<file path="config.mk">
export PLATFORM = sky130hd
export DESIGN_NAME = perf_stat_collector
export DESIGN_NICKNAME = d
export VERILOG_FILES = /design/src/rtl/perf_stat_collector.sv
export SDC_FILE = /design/constraint.sdc
export NUM_CORES = 2
export LEC_CHECK = 0
export BUFFER_PORTS_ARGS = -buffer_cell sky130_fd_sc_hd__buf_2
export CORE_UTILIZATION = 42
export CTS_CLUSTER_SIZE = 14
export DETAILED_ROUTE_END_ITERATION = 16
export GPL_TIMING_DRIVEN = 0
export PLACE_DENSITY_LB_ADDON = 0.2
export SYNTH_ARGS = -nofsm -noshare
export SYNTH_HDL_FRONTEND = slang
export SYNTH_SLANG_ARGS = --single-unit
</file>
<file path="constraint.sdc">
create_clock -name clk -period 30.7 [get_ports clk]
set_input_delay 4.605 -clock clk [delete_from_list [all_inputs] [get_ports clk]]
set_output_delay 4.605 -clock clk [all_outputs]
set_load 0.05 [all_outputs]
</file>
<file path="src/rtl/perf_stat_collector.sv">
// CPU performance-event counters with RUN/HALT control, sticky warnings and a
// one-cycle-latency register read port.
`timescale 1ns/1ps
module perf_stat_collector #(
    parameter int CNT_W         = 32,
    parameter int HALT_ON_ECALL = 1
) (
    input  logic        clk,
    input  logic        rst,
    input  logic        start,
    input  logic        clr,
    input  logic        stat_beq,
    input  logic        stat_bne,
    input  logic        stat_blt,
    input  logic        stat_bge,
    input  logic        stat_bltu,
    input  logic        stat_bgeu,
    input  logic        stat_jal,
    input  logic        stat_jalr,
    input  logic        stat_PL_flush,
    input  logic        stat_PL_stall,
    input  logic        stat_PL_stall_inner,
    input  logic        stat_ecall,
    input  logic        Rd_x_warning_ram,
    input  logic        unknown_instr_warning_main_decode,
    input  logic        rd_en,
    input  logic [3:0]  rd_sel,
    output logic [31:0] rd_data,
    output logic        rd_valid,
    output logic        running
);
    // state | meaning
    // IDLE  | waiting for start, nothing counts
    // RUN   | events and cycles are counted
    // HALT  | stopped by ecall, waits for clr to return to IDLE
    // BAD   | unreachable encoding, recovers to IDLE
    typedef enum logic [1:0] {
        IDLE = 2'b00,
        RUN  = 2'b01,
        HALT = 2'b10,
        BAD  = 2'b11
    } state_t;

    localparam int N_CNT = 14;
    localparam logic [CNT_W-1:0] CNT_MAX = '1;

    state_t           state;
    logic [CNT_W-1:0] cnt [N_CNT];
    logic [N_CNT-1:0] evt;
    logic [N_CNT-1:0] sat_hit;
    logic [1:0]       sticky;
    logic             sat_flag;
    logic [31:0]      rd_mux;
    logic             any_branch;

    assign any_branch = stat_beq | stat_bne | stat_blt | stat_bge | stat_bltu | stat_bgeu;
    // Index 12 is the cycle counter (always enabled), index 13 the branch total.
    assign evt = {any_branch, 1'b1, stat_ecall, stat_PL_stall_inner, stat_PL_stall,
                  stat_PL_flush, stat_jalr, stat_jal, stat_bgeu, stat_bltu,
                  stat_bge, stat_blt, stat_bne, stat_beq};

    always_ff @(posedge clk or posedge rst) begin
        if (rst) begin
            state   <= IDLE;
            running <= 1'b0;
        end else begin
            case (state)
                IDLE: begin
                    if (!clr && start) begin
                        state   <= RUN;
                        running <= 1'b1;
                    end
                end
                RUN: begin
                    if (!clr && (HALT_ON_ECALL != 0) && stat_ecall) begin
                        state   <= HALT;
                        running <= 1'b0;
                    end
                end
                HALT: begin
                    if (clr) state <= IDLE;
                end
                default: begin
                    state   <= IDLE;
                    running <= 1'b0;
                end
            endcase
        end
    end

    always_comb begin
        sat_hit = '0;
        for (int i = 0; i < N_CNT; i++) begin
            sat_hit[i] = (state == RUN) && evt[i] && (cnt[i] == CNT_MAX - 1'b1);
        end
    end

    always_ff @(posedge clk or posedge rst) begin
        if (rst) begin
            for (int i = 0; i < N_CNT; i++) cnt[i] <= '0;
            sat_flag <= 1'b0;
            sticky   <= 2'b00;
        end else if (clr) begin
            for (int i = 0; i < N_CNT; i++) cnt[i] <= '0;
            sat_flag <= 1'b0;
            sticky   <= 2'b00;
        end else begin
            for (int i = 0; i < N_CNT; i++) begin
                if ((state == RUN) && evt[i] && (cnt[i] != CNT_MAX))
                    cnt[i] <= cnt[i] + 1'b1;
            end
            if (|sat_hit) sat_flag <= 1'b1;
            if (Rd_x_warning_ram) sticky[0] <= 1'b1;
            if (unknown_instr_warning_main_decode) sticky[1] <= 1'b1;
        end
    end

    always_comb begin
        rd_mux = 32'h0;
        if (rd_sel < 4'd14)
            rd_mux[CNT_W-1:0] = cnt[rd_sel];
        else if (rd_sel == 4'd14)
            rd_mux = {27'h0, sat_flag, state, sticky};
    end

    // Data is captured from pre-edge register values, so same-cycle increments are not visible.
    always_ff @(posedge clk or posedge rst) begin
        if (rst) begin
            rd_valid <= 1'b0;
            rd_data  <= 32'h0;
        end else begin
            rd_valid <= rd_en;
            if (rd_en) rd_data <= rd_mux;
        end
    end
endmodule

</file>
# Word-level counts from Yosys, hierarchy flattened
# Cells that the tools add are included.
op_classes:
  n_eq_ne: 34
  addsub: 14
  muxes: 32
  n_reduce_logical: 65
  bitwise_logic: 7
  order_cmp: 2
op_table:
  columns: ["op", "n"]
  rows:
  - ["$mux W32", 17]
  - ["$add A32 B1 Y32 const B", 14]
  - ["$eq A32 B32 Y1 const B", 14]
  - ["$mux W448", 1]
  - ["$ne A32 B32 Y1 const B", 14]
  - ["$bmux W32 S4", 1]
  - ["$logic_and A1 B1 Y1", 43]
  - ["$reduce_bool A2 Y1", 17]
  - ["$reduce_or A14 Y1", 1]
  - ["$mux W2", 4]
  - ["$mux W1", 6]
  - ["$ne A2 B2 Y1 const B", 3]
  - ["$pmux W2 S3", 1]
  - ["$reduce_and A3 Y1", 2]
  - ["$ge A5 B5 Y1 const B", 1]
  - ["$mux W5", 1]
  - ["$not A4 Y5", 1]
  - ["$or A1 B1 Y1", 5]
  - ["$eq A4 B4 Y1 const B", 1]
  - ["$lt A4 B4 Y1 const B", 1]
  - ["$pmux W1 S3", 1]
  - ["$eq A2 B1 Y1 const B", 1]
  - ["$eq A2 B2 Y1 const B", 1]
  - ["$logic_not A2 Y1", 1]
  - ["other kinds (2)", 2]
totals:
  reg_bits: 487
  output_inout_bits: 34
  inputBits: 23
  elab_cells: 175

# Logic depth before layout (Yosys ltp)
depth:
  depth_word: 10
  depth_mapped: 10
  ltp_nobuf: 7

# Least setup slack after synthesis
# No wires, ideal clock.
synth_path:
  path_type: "input port to flip-flop"
  startpoint: "input port rd_sel[0]"
  endpoint: "register rd_data[4]"
  required_ps: 30563
  cell_stages: 8
  n_path_buf: 3
  setup_time_ps: 137
  arrival_ps: 6373
  path_slack_ps: 24190
  path_cell_list: "buf_2 > buf_2 > buf_1 > mux2_2 > a2111oi_0 > a21oi_1 > a21oi_1 > a21oi_1"
synth_between:
  elab_chain_cells: 5
synth_rtl:
  columns: ["element", "line_no", "source"]
  rows:
  - ["start: declaration", "27", "input logic [3:0] rd_sel,"]
  - ["$not A4 Y5 (implied by the code)", "121", "rd_mux[CNT_W-1:0] = cnt[rd_sel];"]
  - ["$bmux W32 S4", "121", null]
  - ["$mux W32 (implied by the code) (2 in series)", "121", null]
  - ["$mux W32 (*)", "120", "if (rd_sel < 4'd14)"]
  - ["end signal: assignment", "133", "if (rd_en) rd_data <= rd_mux;"]
  - ["end: declaration", "28", "output logic [31:0] rd_data,"]
# Mark *: on every way between the ends. The rest lies on a longest branch, timed or not. The select of a mux whose other input is x is not followed.
# A chain may end at the register's enable or synchronous reset.

# Worst setup path in the final report
layout_path:
  startpoint: "input port rd_sel[1]"
  endpoint: "register rd_data[3]"
# The elaborated chain is that of the path after synthesis.

==> metrics <==
outcome=completed; CTS Sinks=487; clk_lat worst skew=0.64 ns; Detail Route Antenna Nets=0; post-synthesis sequential area ratio=0.427; iteration count of the initial detailed-routing pass=5; Num CTS Buffers=58; DIE WIDTH=263 um; I/O Buffers=52; RSZ-0062 raised after global routing=no; worst hold path stage count=1; largest net degree at the start of global routing=116; Reg clk slew, reported paths=0.06 ns; Core Box Area=67200 um2; Final Hold Fails=0; row cnt=95; DR WL/cell=26.2 um; CTS tree=done; Buf/Inv on CP=4; worst-margin pin slew=1.48 ns; Die H=263 um; Mapped Nets=3085; hold-fix buffers at CTS=0; max incr delay on CP=0.89 ns; initial DRC count=3233; WS Path Type=in2reg; switch share=0.275; slew margin rel.=0.0157; nets=3201; postcts setup bufs=0; post-synth cell types=62; setup_tns=0 ns; P&R area growth vs syn=12.5%; top_reg_cell synth=dfrtp_1; Layout Utilization=0.478; Clock Power Share=0.476; min-delay worst type=reg2reg; via count of the routed design=25.5k; VDD IR-drop max=68.8 uV; vias in the first global route=23.7k; max cap viols=0; Crit-path slowest cell=buf_1; Seq pwr share=0.421; Hold WS=0.503 ns; synthesis-stage register bit count=487; effective utilization at floorplan=0.425; initial antenna violation count=12; crit path capture type=register; Leakage=0.0128 uW; gpl congestion=1.04; min Tclk post-route=7.63 ns; gr ovfl total=0; I/O pin cnt=57; WP depth=8; clock tree buffer depth=3; syn_area_per_cell=9.40 um2; YS warnings=0; crit path max fanout=10; FMAX=131 MHz; Slew Limit Fails=0; share of layout cells above drive strength 1=0.0910; post-synthesis async set-or-reset flop share=1.00; WP data arrival=8.12 ns; die area=69000 um2; Comb power frac=0.104; Post-synth EDFFs=0; Reg2Reg Depth=8; root buffer cell=clkbuf_16; H-tree depth=2; skew final=0.0390 ns; Via density=6.25; Critical Path, Cell by Cell=clkbuf_1 > clkbuf_1 > buf_1 > buf_1 > mux2i_1 > nor2_1 > a221oi_1 > a21oi_1; Mapped Cells=3034; # DRC=0; pwr dens=50.1 nW/um2; delay-heaviest family, CP=buffers and inverters; P_int=1170 uW; Synth Cell Area=28500 um2; global-route wire length before repair=159000 um; Switching Power=442 uW; post-route clock period utilization=0.249; overall global routing resource usage=0.309; HPWL after DPL=81700 um; CP required=31.19 ns; post_cts resized=0; Startpoint Class=input pin; final wirelength=107000 um; Final setup viols=0
==> through the flow <==
stage	total power (uW)	instance area, um2	worst slack [ns]	cells
finish	1610	32100	23.07	4072
detailed placement	850	30000	22.60	3963
CTS	1620	32100	23.27	4070
floorplan	781	28500	12.50	3034
global placement	847	29900	6.80	3959
global route	1660	32100	23.03	4071
==> power groups by stage <==
stage               logic [uW]  registers (uW)  clock network [uW]
global placement           160             687                   0
global route               178             677                 801
CTS                        164             675                 777
finish                     167             676                 765
floorplan                 90.4             691                   0
detailed placement         163             687                   0
==> cell usage after synthesis (6+ instances only) <==
| cell type | count | area (um2) |
|---|---|---|
| clkbuf_1 | 133 | 499 |
| and3b_1 | 6 | 52.6 |
| buf_2 | 18 | 90.1 |
| a2111oi_0 | 7 | 61.3 |
| buf_1 | 15 | 56.3 |
| and4_1 | 53 | 464 |
| and2_1 | 35 | 219 |
| a211oi_1 | 30 | 225 |
| a21oi_1 | 102 | 510 |
| nand2_1 | 187 | 702 |
| nor3b_1 | 8 | 60.1 |
| nand4b_1 | 6 | 52.6 |
| mux2_2 | 23 | 259 |
| inv_1 | 63 | 236 |
| nor2b_1 | 11 | 68.8 |
| nor3_1 | 75 | 375 |
| nand4_1 | 168 | 1050 |
| dfrtp_1 | 487 | 12200 |
| a31oi_1 | 13 | 81.3 |
| mux4_2 | 73 | 1640 |
| or3_1 | 52 | 325 |
| nand2b_1 | 10 | 62.6 |
| o21ai_0 | 70 | 350 |
| or4_1 | 18 | 135 |
| xor2_1 | 231 | 2020 |
| nor2_1 | 493 | 1850 |
| o22ai_1 | 28 | 175 |
| ha_1 | 28 | 350 |
| and3_1 | 76 | 475 |
| xnor2_1 | 149 | 1310 |
| o31ai_1 | 6 | 45.0 |
| nor4_1 | 55 | 344 |
| mux2i_1 | 77 | 771 |
| nand3_1 | 165 | 826 |
==> path summary, 6_finish.rpt <==
path	slack, ns	end	startpoint
min reg2reg	0.50	rd_data[29]	rd_data[29]
max reg2reg	25.99	cnt[440]	state[0]
max	23.07	rd_data[3]	rd_sel[1]
max in group asynchronous	25.59	cnt[37]	rst
min in group asynchronous	4.05	cnt[395]	rst
min	0.50	rd_data[29]	rd_data[29]
==> cell families (layout without fill, tap and decap cells) <==
family,after synthesis,in the layout,share of synthesized area
AOI/OAI and AO/OA,291,291,0.0617
xor gates and xnor gates,380,380,0.117
adders and majority gates,28,28,0.0123
buffers and inverters,230,393,0.0311
DFF,487,487,0.427
muxes,173,173,0.0937
other,0,2,0
and+or+nand+nor,1445,1445,0.257
==> final cells by class <==
cell class / instances / area, um2
fillers: 6312 / 35000
multi-input cells: 2317 / 15500
flip-flops and latches: 487 / 12200
clock buffers: 68 / 1550
well taps: 873 / 1090
plain buffers: 167 / 651
clock inverters: 39 / 554
repair buffers: 56 / 370
inverters: 63 / 244
diodes: 2 / 5.00
==> state kept, by name, summed over array words and instances (netlist names) <==
name and cells:
state 2, cnt 448, rd_valid 1, running 1
sat_flag 1, sticky 2, rd_data 32
==> per-layer routing <==
metal  share of wire  routed length, um  vias up  GRT usage
li1                -                  -    11100          -
met1            0.43              45500    12800      0.451
met2            0.42              44900     1306      0.443
met3            0.11              11500      241     0.0619
met4           0.045               4800        4      0.129
met5         0.00025                 27        -          0
==> layout by cell type, fill, tap and decap left out, drive strengths merged, types with 30 or more instances in the layout <==
master,Yosys,final
inv,63,64
clkbuf,134,202
or3,52,52
xnor2,149,149
mux2i,77,77
and4,53,53
buf,33,89
dfrtp,487,487
nor2,493,493
nand4,170,170
and3,76,76
mux4,73,73
nand2,187,187
xor2,231,231
nor3,75,75
a21oi,102,102
nor4,61,61
a211oi,30,30
nand3,165,165
o21ai,70,70
and2,35,35
Power figures use the tool's default switching activity.
